`config.mk`:
```
export PLATFORM = sky130hd
export DESIGN_NAME = minisys_gpio_ctrl
export DESIGN_NICKNAME = d
export VERILOG_FILES = /design/src/rtl/minisys_gpio_ctrl.sv
export SDC_FILE = /design/constraint.sdc
export NUM_CORES = 1
export LEC_CHECK = 0
export BUFFER_PORTS_ARGS = -buffer_cell sky130_fd_sc_hd__buf_2
export CAP_MARGIN = 20
export CORE_ASPECT_RATIO = 2
export CORE_MARGIN = 10
export CORE_UTILIZATION = 35
export DETAILED_ROUTE_END_ITERATION = 10
export PLACE_DENSITY_LB_ADDON = 0.15
export SETUP_SLACK_MARGIN = 0.2
export SLEW_MARGIN = 15
export SYNTH_ARGS = -nofsm -noshare
export SYNTH_HDL_FRONTEND = slang
export SYNTH_SLANG_ARGS = --single-unit
```
`constraint.sdc`:
```
create_clock -name clk -period 5.34 [get_ports clk]
set_input_delay 1.068 -clock clk [delete_from_list [all_inputs] [get_ports clk]]
set_output_delay 1.068 -clock clk [all_outputs]
set_load 0.02 [all_outputs]
```
`src/rtl/minisys_gpio_ctrl.sv`:
```
// minisys_gpio_ctrl
//   Memory-mapped switch/LED controller for the minisys single-cycle CPU.
//   Switch pins pass through a 2-flop synchroniser and a shared-tick
//   debouncer; every accepted level change sets a sticky per-bit flag that
//   can raise a maskable level interrupt. LEDs are driven from a data
//   register with optional per-bit blinking at a programmable rate.
//
// Ports
//   clk       system clock
//   rst       synchronous reset, active-low
//   io_rd     register read strobe (one cycle)
//   io_wr     register write strobe (one cycle)
//   io_addr   word register index
//   io_wdata  write data
//   io_rdata  read data, registered (1-cycle latency, held when io_rd=0)
//   switch    raw asynchronous switch pins
//   led       LED pins (registered)
//   irq       level interrupt = |(SW_EDGE & EDGE_MASK)
//
// Register map (io_addr)
//   0 SW_DATA   RO   debounced switches
//   1 SW_EDGE   W1C  sticky change flags
//   2 LED_DATA  RW
//   3 LED_BLINK RW   per-bit blink enable
//   4 BLINK_DIV RW   cycles per blink half-period (0 behaves as 1)
//   5 EDGE_MASK RW
//   6,7         read 0, writes ignored
//
// Bus protocol: io_rd and io_wr are single-cycle strobes with no
// back-pressure (the block is always ready). A write takes effect on the
// edge where io_wr=1; a read loads io_rdata on the edge where io_rd=1 with
// the pre-write contents, so a simultaneous read/write of one register
// returns the old value.
module minisys_gpio_ctrl #(
  parameter int          SW_W          = 24,
  parameter int          LED_W         = 24,
  parameter int          DEB_CYCLES    = 20000,
  parameter logic [31:0] BLINK_DIV_RST = 32'd25000000
) (
  input  logic             clk,
  input  logic             rst,
  input  logic             io_rd,
  input  logic             io_wr,
  input  logic [2:0]       io_addr,
  input  logic [31:0]      io_wdata,
  output logic [31:0]      io_rdata,
  input  logic [SW_W-1:0]  switch,
  output logic [LED_W-1:0] led,
  output logic             irq
);

  localparam int DEB_CW = (DEB_CYCLES > 1) ? $clog2(DEB_CYCLES) : 1;

  logic [SW_W-1:0]   sync0;
  logic [SW_W-1:0]   sync1;
  logic [DEB_CW-1:0] deb_cnt;
  logic [SW_W-1:0]   deb_sample;
  logic [SW_W-1:0]   sw_data;
  logic [SW_W-1:0]   sw_edge;
  logic [SW_W-1:0]   edge_mask;
  logic [LED_W-1:0]  led_data;
  logic [LED_W-1:0]  led_blink;
  logic [31:0]       blink_div;
  logic [31:0]       blink_cnt;
  logic              blink_phase;

  logic              tick;
  logic [SW_W-1:0]   match;
  logic [SW_W-1:0]   sw_data_next;
  logic [SW_W-1:0]   edge_clr;
  logic [SW_W-1:0]   sw_edge_next;
  logic [31:0]       blink_div_eff;
  logic              blink_wrap;
  logic [31:0]       rd_mux;

  logic wr_sw_edge, wr_led_data, wr_led_blink, wr_blink_div, wr_edge_mask;

  assign wr_sw_edge   = io_wr && (io_addr == 3'd1);
  assign wr_led_data  = io_wr && (io_addr == 3'd2);
  assign wr_led_blink = io_wr && (io_addr == 3'd3);
  assign wr_blink_div = io_wr && (io_addr == 3'd4);
  assign wr_edge_mask = io_wr && (io_addr == 3'd5);

  assign tick = (deb_cnt == DEB_CW'(DEB_CYCLES - 1));

  // A bit is accepted only when the synchronised level equals the level
  // seen at the previous tick, i.e. it has been stable across two ticks.
  assign match = ~(sync1 ^ deb_sample);

  always_comb begin
    sw_data_next = sw_data;
    if (tick) begin
      sw_data_next = (sw_data & ~match) | (sync1 & match);
    end
  end

  // Set (a change of SW_DATA on this edge) overrides a simultaneous W1C.
  assign edge_clr     = wr_sw_edge ? io_wdata[SW_W-1:0] : '0;
  assign sw_edge_next = (sw_edge & ~edge_clr) | (sw_data ^ sw_data_next);

  assign blink_div_eff = (blink_div == 32'd0) ? 32'd1 : blink_div;
  assign blink_wrap    = (blink_cnt == blink_div_eff - 32'd1);

  always_comb begin
    rd_mux = '0;
    case (io_addr)
      3'd0:    rd_mux = 32'(sw_data);
      3'd1:    rd_mux = 32'(sw_edge);
      3'd2:    rd_mux = 32'(led_data);
      3'd3:    rd_mux = 32'(led_blink);
      3'd4:    rd_mux = blink_div;
      3'd5:    rd_mux = 32'(edge_mask);
      default: rd_mux = '0;
    endcase
  end

  always_ff @(posedge clk) begin
    if (!rst) begin
      sync0       <= '0;
      sync1       <= '0;
      deb_cnt     <= '0;
      deb_sample  <= '0;
      sw_data     <= '0;
      sw_edge     <= '0;
      edge_mask   <= '0;
      led_data    <= '0;
      led_blink   <= '0;
      blink_div   <= BLINK_DIV_RST;
      blink_cnt   <= '0;
      blink_phase <= 1'b0;
      led         <= '0;
      io_rdata    <= '0;
    end else begin
      sync0   <= switch;
      sync1   <= sync0;
      deb_cnt <= tick ? '0 : deb_cnt + DEB_CW'(1);
      if (tick) begin
        deb_sample <= sync1;
      end
      sw_data <= sw_data_next;
      sw_edge <= sw_edge_next;

      if (wr_led_data)  led_data  <= io_wdata[LED_W-1:0];
      if (wr_led_blink) led_blink <= io_wdata[LED_W-1:0];
      if (wr_edge_mask) edge_mask <= io_wdata[SW_W-1:0];

      // Reprogramming the divider restarts the half-period but keeps phase.
      if (wr_blink_div) begin
        blink_div <= io_wdata;
        blink_cnt <= '0;
      end else if (blink_wrap) begin
        blink_cnt   <= '0;
        blink_phase <= ~blink_phase;
      end else begin
        blink_cnt <= blink_cnt + 32'd1;
      end

      led <= led_data & (~led_blink | {LED_W{blink_phase}});

      if (io_rd) begin
        io_rdata <= rd_mux;
      end
    end
  end

  assign irq = |(sw_edge & edge_mask);

endmodule

```
==> metrics.yaml, run 1 <==
yosys_warnings: 0
nFillCells: 4172
min_path_type: "flip-flop to flip-flop"
power_mw: 5.35
synth_seq_cells: 328
io_buffers: 119
cts_resized: 0
io_pins: 120
hpwl_mm: 34.2
synth_cells: 1772
cts_hold_buf: 0
clk_latency_ps: 530
cts-root-buf: "clkbuf_16"
start_util_pct: 35.5
yosys-top-cells-area: "dfxtp_1 (46%), nand2_1 (10%), a21oi_1 (7.0%)"
cts_sinks: 328
rsz0062_at_grt: "false"
netSwitchingPower_mw: 1.26
dieArea_um2: 50000
status: "complete, no violations"
critPathSlowestCell: "nor4_1"
clk_pin_slew_ps: 60
ir_drop_mv: 0.194
max-slew-margin-rel_pct: 26.9
cts_setup_buffers: 0
pwr-share-seq_pct: 47.5
gr-total-overflow: 0
top_layer: "met5"
power.internal_mw: 4.09
synth_common_cells: "nand2_1 (397), dfxtp_1 (328), a21oi_1 (202)"
vias: 12500
grt_first_pass_wirelength_mm: 72.5
dr_wl_met2_mm: 23.9
syn_nets: 1838
cts.path.max_buffers: 3
max_freq_mhz: 224
synthArstFlopShare_pct: 0
place_congestion: 0.942
ys_seq_area_share_pct: 45.7
drtPass1Iterations: 5
grt_use_total_pct: 18.3
grt_max_degree: 108
cts_buffers: 34
synth_ff_type: "dfxtp_1"
finalCritPeriodShare_pct: 83.4
avgRoutedWirePerCell_um: 19.6
synth_edf_count: 0
synthesis.area_um2: 14400
cts_max_level: 2
syn_to_final_growth_pct: 14.7
met3_length_mm: 2.12
yosys.area.top_type: "dfxtp_1"
worst_slew_pin_slew_ps: 1100
antenna_found_initial: 7
crit_required_ps: 5740
finClkSkew_ps: 15.4
cp-end-kind: "flip-flop"
crit_fanout: 32
setup-violations-final: 0
tns_ps: 0
power_frac_comb_pct: 6.0
yosysTopAreaCellShare_pct: 45.7
power_switching_share_pct: 23.6
path_buf_inv: 1
criticalPathCategory: "flip-flop to flip-flop"
drc: 0
reg_top3: "blink_cnt x32, blink_div x32, io_rdata x32"
routed_wirelength_mm: 46.9
finalNetCount: 1899
hold_viol: 0
ant_nets: 0
num_rows: 104
arrival_ps: 4860
drive_above_1_share_pct: 14.4
p_per_area_nw_per_um2: 325
core_um2: 40500
drv_slew: 0
fin_crit_ps: 4460
viasPerCell: 5.24
drt_iter0_drc: 826
cts_tree: "yes"
maxCapViolations: 0
dieWidth_um: 163
synthDistinctLibCells: 66
critPathTopFamily: "simple AND/OR/NAND/NOR gates"
avgSynthCellArea_um2: 8.10
grt_pass1_vias: 12300
synth_most_common_cell: "nand2_1"
die_h_um: 306
met1Wirelength_mm: 18.1
path_cells: "nor4_1 > nand4_2 > nor3_1 > nor2_1 > ha_1 > nor3b_2 > xnor2_1 > nand3_1 > a2111o_1 > a2111oi_2 > nand4_2 > o311ai_4 > buf_4 > nor2_1"
startpoint_type: "flip-flop"
clock_power_share_pct: 46.4
critical-path-max-stage-delay_ps: 640
p_leak_nw: 6.19
-- power groups by stage --
stage / clock network (mW) / logic, mW / registers, mW
after floorplan: 0 / 0.189 / 2.59
after global placement: 0 / 0.322 / 2.60
after detailed placement: 0 / 0.323 / 2.60
after CTS: 2.56 / 0.324 / 2.54
after global routing: 2.64 / 0.349 / 2.55
final: 2.49 / 0.323 / 2.54
-- area by class of cell --
cell class,count,area (um2),share of cell area (%)
antenna,3,7.51,0.0456
clock inverter,5,81.3,0.494
multi-input combinational,1320,7280,44.2
sequential,328,6570,39.9
inverter,11,46.3,0.281
tap,530,663,4.03
timing repair buffer,138,746,4.53
clock buffer,54,1080,6.56
-- layer usage --
| layer | GRT usage (%) | vias to the layer above |
|---|---|---|
| li1 | - | 6164 |
| met1 | 19.9 | 5891 |
| met2 | 32.4 | 330 |
| met3 | 3.01 | 120 |
| met4 | 10.9 | 8 |
| met5 | 0 | - |
-- path summary, 6_finish.rpt --
path | startpoint | to | slack [ps] | depth (start not counted)
max | blink_div[26] | blink_cnt[22] | 880 | 14
min reg2reg | sync0[21] | sync1[21] | 430 | 1
min | sync0[21] | sync1[21] | 430 | 1
max reg2reg | blink_div[26] | blink_cnt[22] | 880 | 14
-- cells by family after synthesis --
kind of cell               synth area share, %
muxes                                     4.09
xor gates and xnor gates                  5.13
adders and majority gates                0.262
DFF                                       45.7
and+or+nand+nor                           24.2
buffers and inverters                     3.57
AOI/OAI and AO/OA                         17.0
-- metrics by stage --
stage,setup slack [ps],utilization [%],area (um2),cells,hold slack (ps)
4_1_cts,810,40.6,16400,2385,432
3_3_place_gp,924,37.8,15300,2326,421
6_report,885,40.7,16500,2389,431
2_1_floorplan,1620,-,14400,1772,412
5_1_grt,560,40.7,16500,2389,450
3_5_place_dp,836,37.8,15300,2326,420
-- placed cells by master (no fill, tap or decap), drive strengths merged, types with 38 or more instances in the layout --
cell type,netlist,routed
nand2,397,397
dfxtp,328,328
a21oi,203,203
nor2,179,179
buf,19,138
o21ai,77,77
a22oi,55,55
clkbuf,94,54
and2,51,51
xor2,44,44
xnor2,40,40
nand3,38,38
Note: power is estimated with default switching activity, not from simulation.
==> run 2, diff against run 1 <==
Clock period 5.34 ns to 3.9 ns, I/O delays scaled along.
==> run 2 against run 1 <==
Compared with the run above: maximum frequency up 20%; design area is 3.6% higher; non-clock buffer count increased by 62; via count rose by 1.7%; largest cell class unchanged; largest power group unchanged.
==> metrics.yaml, run 2 (same netlist as run 1, synthesis figures left out) <==
cp-end-kind: "flip-flop"
dp_slack_ps: -107
ir_drop_mv: 0.344
power_mw: 7.09
grt_use_total_pct: 18.6
place_congestion: 0.887
p_per_area_nw_per_um2: 416
num_rows: 104
setup-violations-final: 0
rrSetupSlack_ps: 180
multiInputGateArea_um2: 7430
gr-total-overflow: 0
min_from: "switch[23]"
cts-root-buf: "clkbuf_16"
dieWidth_um: 163
hpwl_mm: 35.3
arrival_ps: 4200
crit_required_ps: 4380
finalCritPeriodShare_pct: 95.3
cts_sinks: 328
dieArea_um2: 50000
io_pins: 120
power.internal_mw: 5.36
viasPerCell: 5.20
worst_slew_pin_slew_ps: 1040
crit_fanout: 8
tns_ps: 0
final_cell_area_um2: 17100
placed_area_um2: 15700
antenna_found_initial: 7
rsz0062_at_grt: "true"
p_leak_nw: 6.49
pwr-share-seq_pct: 48.9
status: "complete, no violations"
cts_tree: "yes"
finClkSkew_ps: 13.9
worst_slack_ps: 184
final_cell_mix: "nand2_1 (397), dfxtp_1 (326), a21oi_1 (200), nor2_1 (152), buf_2 (119)"
final_common_cell: "nand2_1"
clk_pin_slew_ps: 70
reg_top3: "blink_cnt x32, blink_div x32, io_rdata x32"
netSwitchingPower_mw: 1.73
drive_above_1_share_pct: 17.9
routed_wirelength_mm: 47.8
grt_max_degree: 95
power_frac_comb_pct: 7.3
die_h_um: 306
holdPathStages: 2
hold_viol: 0
grt_pass1_vias: 12600
clock_power_share_pct: 43.8
max_freq_mhz: 269
cts_buffers: 31
r2r_start: "blink_div[0]"
criticalPathCategory: "flip-flop to flip-flop"
drt_iter0_drc: 955
r2r_end: "blink_cnt[24]"
clk_latency_ps: 580
cts_hold_buf: 0
ant_nets: 0
vias: 12700
power_switching_share_pct: 24.4
drtPass1Iterations: 5
start_util_pct: 35.5
startpoint_type: "flip-flop"
min_path_type: "input pin to flip-flop"
max-slew-margin-rel_pct: 30.6
avgRoutedWirePerCell_um: 19.5
ff2ff_path_depth: 17
ff_latch_area_um2: 6570
drv_slew: 0
core_um2: 40500
maxCapViolations: 0
cts.path.max_buffers: 3
cts_max_level: 1
finalNetCount: 1958
grt_first_pass_wirelength_mm: 73.5
syn_to_final_growth_pct: 18.8
drc: 0
nFillCells: 4125
fin_crit_ps: 3720
io_buffers: 119
hold_end: "sync0[23]"
## run 2: cell types whose count changed in the layout (fill, tap and decap cells not counted), sizes merged
cell / before / now
clkbuf: 54 / 44
clkinvlp: 0 / 4
buf: 138 / 200
clkinv: 2 / 4
bufinv: 2 / 3
## run 2: how the worst max path moves through the flow
stage                       from       endpoint  slack (ps)  cells past startpoint
finish              blink_div[0]  blink_cnt[24]         180                     17
global route        blink_div[0]   blink_cnt[0]          30                     16
CTS                 blink_div[0]   blink_cnt[0]         210                     17
detailed placement  blink_div[0]  blink_cnt[31]        -110                     14
global placement    blink_div[0]   blink_cnt[2]         -20                     14
floorplan           blink_div[0]  blink_cnt[24]         200                     15
## run 2: final cells by class
| class | instances | area share (%) |
|---|---|---|
| multi-input cells | 1320 | 43.5 |
| flip-flops and latches | 328 | 38.5 |
| repair buffers | 200 | 7.77 |
| clock buffers | 44 | 5.13 |
| well taps | 530 | 3.89 |
| clock inverters | 12 | 0.873 |
| inverters | 11 | 0.271 |
| diodes | 3 | 0.0440 |
## run 2: power by group through the flow
stage	clock (mW)	sequential, mW	combinational (mW)
2_1_floorplan	0	3.55	0.258
3_3_place_gp	0	3.54	0.486
3_5_place_dp	0	3.54	0.487
4_1_cts	3.20	3.46	0.513
5_1_grt	3.31	3.47	0.560
6_report	3.11	3.46	0.521
## run 2: metal layers
layer  track usage [%]  vias to the layer above  wire (um)
li1                  -                     6273          -
met1              19.6                     6041      17600
met2              34.4                      301      25300
met3              2.79                      107       2340
met4              9.54                        8       2580
met5                 0                        -         37
## run 2: timing repair
item / CTS / global route
pin swaps: 4 / 12
gates resized for setup: 12 / 25
gates cloned: 3 / 0
setup buffers: 6 / 2
hold endpoints to repair: 0 / 0
setup endpoints to repair: 33 / 33
## run 2: through the flow
step                util, %  hold slack, ps  std cells
global placement       38.8             420       2378
finish                 42.2             400       2448
global route           42.2             389       2448
CTS                    41.8             365       2443
detailed placement     38.8             418       2378
floorplan                 -             412       1772
## run 2: critical path, cell delays in order, from the launching register on
cell and delay (ps):
dfxtp_2 320, or4_4 530, or2_4 260, nor3_4 130, nor2_1 70, ha_2 200
nor3b_4 170, buf_4 160, and4_4 170, or2_2 300, a211oi_2 210, a31o_2 130
nand4_1 190, o311ai_4 300, buf_4 160, buf_6 120, buf_16 160, nor2_2 50
==> run 3, diff against run 2 <==
Settings changed: CORE_MARGIN 10 to 2.
==> run 3 against run 2 <==
Compared with the run above: die area is 15% lower; count of clock-buffer cells in the layout is 4 higher; sequential share of layout area is 0.36 points higher; non-clock buffer count is 16 lower; clock power is 3% higher.
==> metrics.yaml, run 3 (same netlist as run 1, synthesis figures left out) <==
p_per_area_nw_per_um2: 424
p_leak_nw: 6.42
multiInputGateArea_um2: 7340
ir_drop_mv: 0.346
drive_above_1_share_pct: 16.8
nFillCells: 4247
r2r_start: "blink_div[3]"
hold_viol: 0
grt_first_pass_wirelength_mm: 69.5
place_inst: 2370
place_congestion: 0.878
critPathSlowestCell: "or4_4"
vias: 12500
hpwl_mm: 31.4
finalCritPeriodShare_pct: 93.4
die_h_um: 290
clk_latency_ps: 530
gr-total-overflow: 0
grtUsageMet3_pct: 2.64
dieArea_um2: 42700
num_rows: 105
start_util_pct: 35.2
setup-violations-final: 0
grt_pass1_vias: 12100
rrSetupSlack_ps: 260
maxCapViolations: 0
holdPathStages: 1
arrival_ps: 4060
path_cells: "or4_4 > or2_4 > nor3_4 > nor2_1 > ha_2 > xor2_1 > xnor2_1 > nand3_1 > a2111o_1 > a2111oi_4 > nand4_2 > o311ai_4 > buf_6 > clkbuf_16 > nor2_2"
use_met2_pct: 35.1
startpoint_type: "flip-flop"
reg_top3: "blink_cnt x32, blink_div x32, io_rdata x32"
power_mw: 7.16
cts_sinks: 328
drt_iter0_drc: 836
crit_required_ps: 4320
top_usage_layer: "met2"
finClkSkew_ps: 22.0
cts_max_level: 2
ff_latch_area_um2: 6570
path_buf_inv: 2
stdcell_count: 2439
use_met1_pct: 26.4
cts-root-buf: "clkbuf_16"
crit_fanout: 5
grt_max_degree: 100
ant_nets: 0
hold_end: "sync1[1]"
routed_wirelength_mm: 44.5
io_pins: 120
fin_util_pct: 41.5
clk_pin_slew_ps: 60
critical-path-max-stage-delay_ps: 530
rsz0062_at_grt: "true"
status: "complete, no violations"
min_path_type: "flip-flop to flip-flop"
cts_hold_buf: 0
avgRoutedWirePerCell_um: 18.2
cp-end-kind: "flip-flop"
crit_path_start: "blink_div[3]"
drc: 0
cts_tree: "yes"
r2r_end: "blink_cnt[4]"
min_from: "sync0[1]"
worst_slew_pin_slew_ps: 1110
cts.path.max_buffers: 3
antenna_found_initial: 2
drtPass1Iterations: 5
criticalPathCategory: "flip-flop to flip-flop"
core_um2: 40700
grt_use_total_pct: 20.5
dieWidth_um: 147
syn_to_final_growth_pct: 17.7
finalNetCount: 1945
max_freq_mhz: 274
cts_buffers: 34
drv_slew: 0
viasPerCell: 5.14
max-slew-margin-rel_pct: 26.2
critPathTopFamily: "simple AND/OR/NAND/NOR gates"
io_buffers: 119
final_common_cell: "nand2_1"
ff2ff_path_depth: 15
fin_crit_ps: 3640
tns_ps: 0
final_cell_mix: "nand2_1 (397), dfxtp_1 (327), a21oi_1 (201), nor2_1 (157), buf_2 (119)"
run 3: final cells by class:
type / count / share of cell area [%]
inverter: 11 / 0.274
clock buffer: 48 / 5.65
sequential: 328 / 38.9
multi-input combinational: 1320 / 43.4
tap: 535 / 3.96
timing repair buffer: 184 / 7.09
clock inverter: 12 / 0.711
antenna: 1 / 0.0148
run 3: layer usage:
metal / up-vias / part of all wire, %
met1: 5929 / 44
met5: - / 0.016
met3: 70 / 4.1
li1: 6247 / -
met4: 2 / 3.0
met2: 279 / 49
run 3: power by group:
part | leakage, nW | internal (mW) | switching [mW]
registers | 2.66 | 3.42 | 0.0498
clock network | 0.530 | 1.85 | 1.36
logic | 3.23 | 0.173 | 0.311
run 3: metrics by stage:
stage / hold slack [ps] / instance area, um2 / worst slack [ps]
3_3_place_gp: 417 / 15600 / 110
6_report: 430 / 16900 / 256
4_1_cts: 434 / 16800 / 215
5_1_grt: 447 / 16900 / 109
2_1_floorplan: 412 / 14400 / 203
3_5_place_dp: 419 / 15600 / 50.2
run 3: worst max path at each step:
stage                          to  slack (ps)  cells past startpoint
floorplan           blink_cnt[24]         200                     15
detailed placement  blink_cnt[21]          50                     14
global placement    blink_cnt[16]         110                     14
finish               blink_cnt[4]         260                     15
global route        blink_cnt[22]         110                     15
CTS                   blink_phase         220                     15
run 3: what timing repair did:
item,CTS,global route
setup buffers,5,1
resized for setup,8,9
cloned,1,1
setup endpoints to repair,33,33
pin swaps,4,9
run 3: worst reg2reg max path, delay by kind of cell, from the launching register on:
| family | cells | cell delay, ps |
|---|---|---|
| flops | 1 | 320 |
| simple gates | 7 | 1390 |
| buf+inv | 2 | 330 |
| compound gates | 3 | 970 |
| fa+ha+maj | 1 | 190 |
| xor+xnor | 2 | 330 |
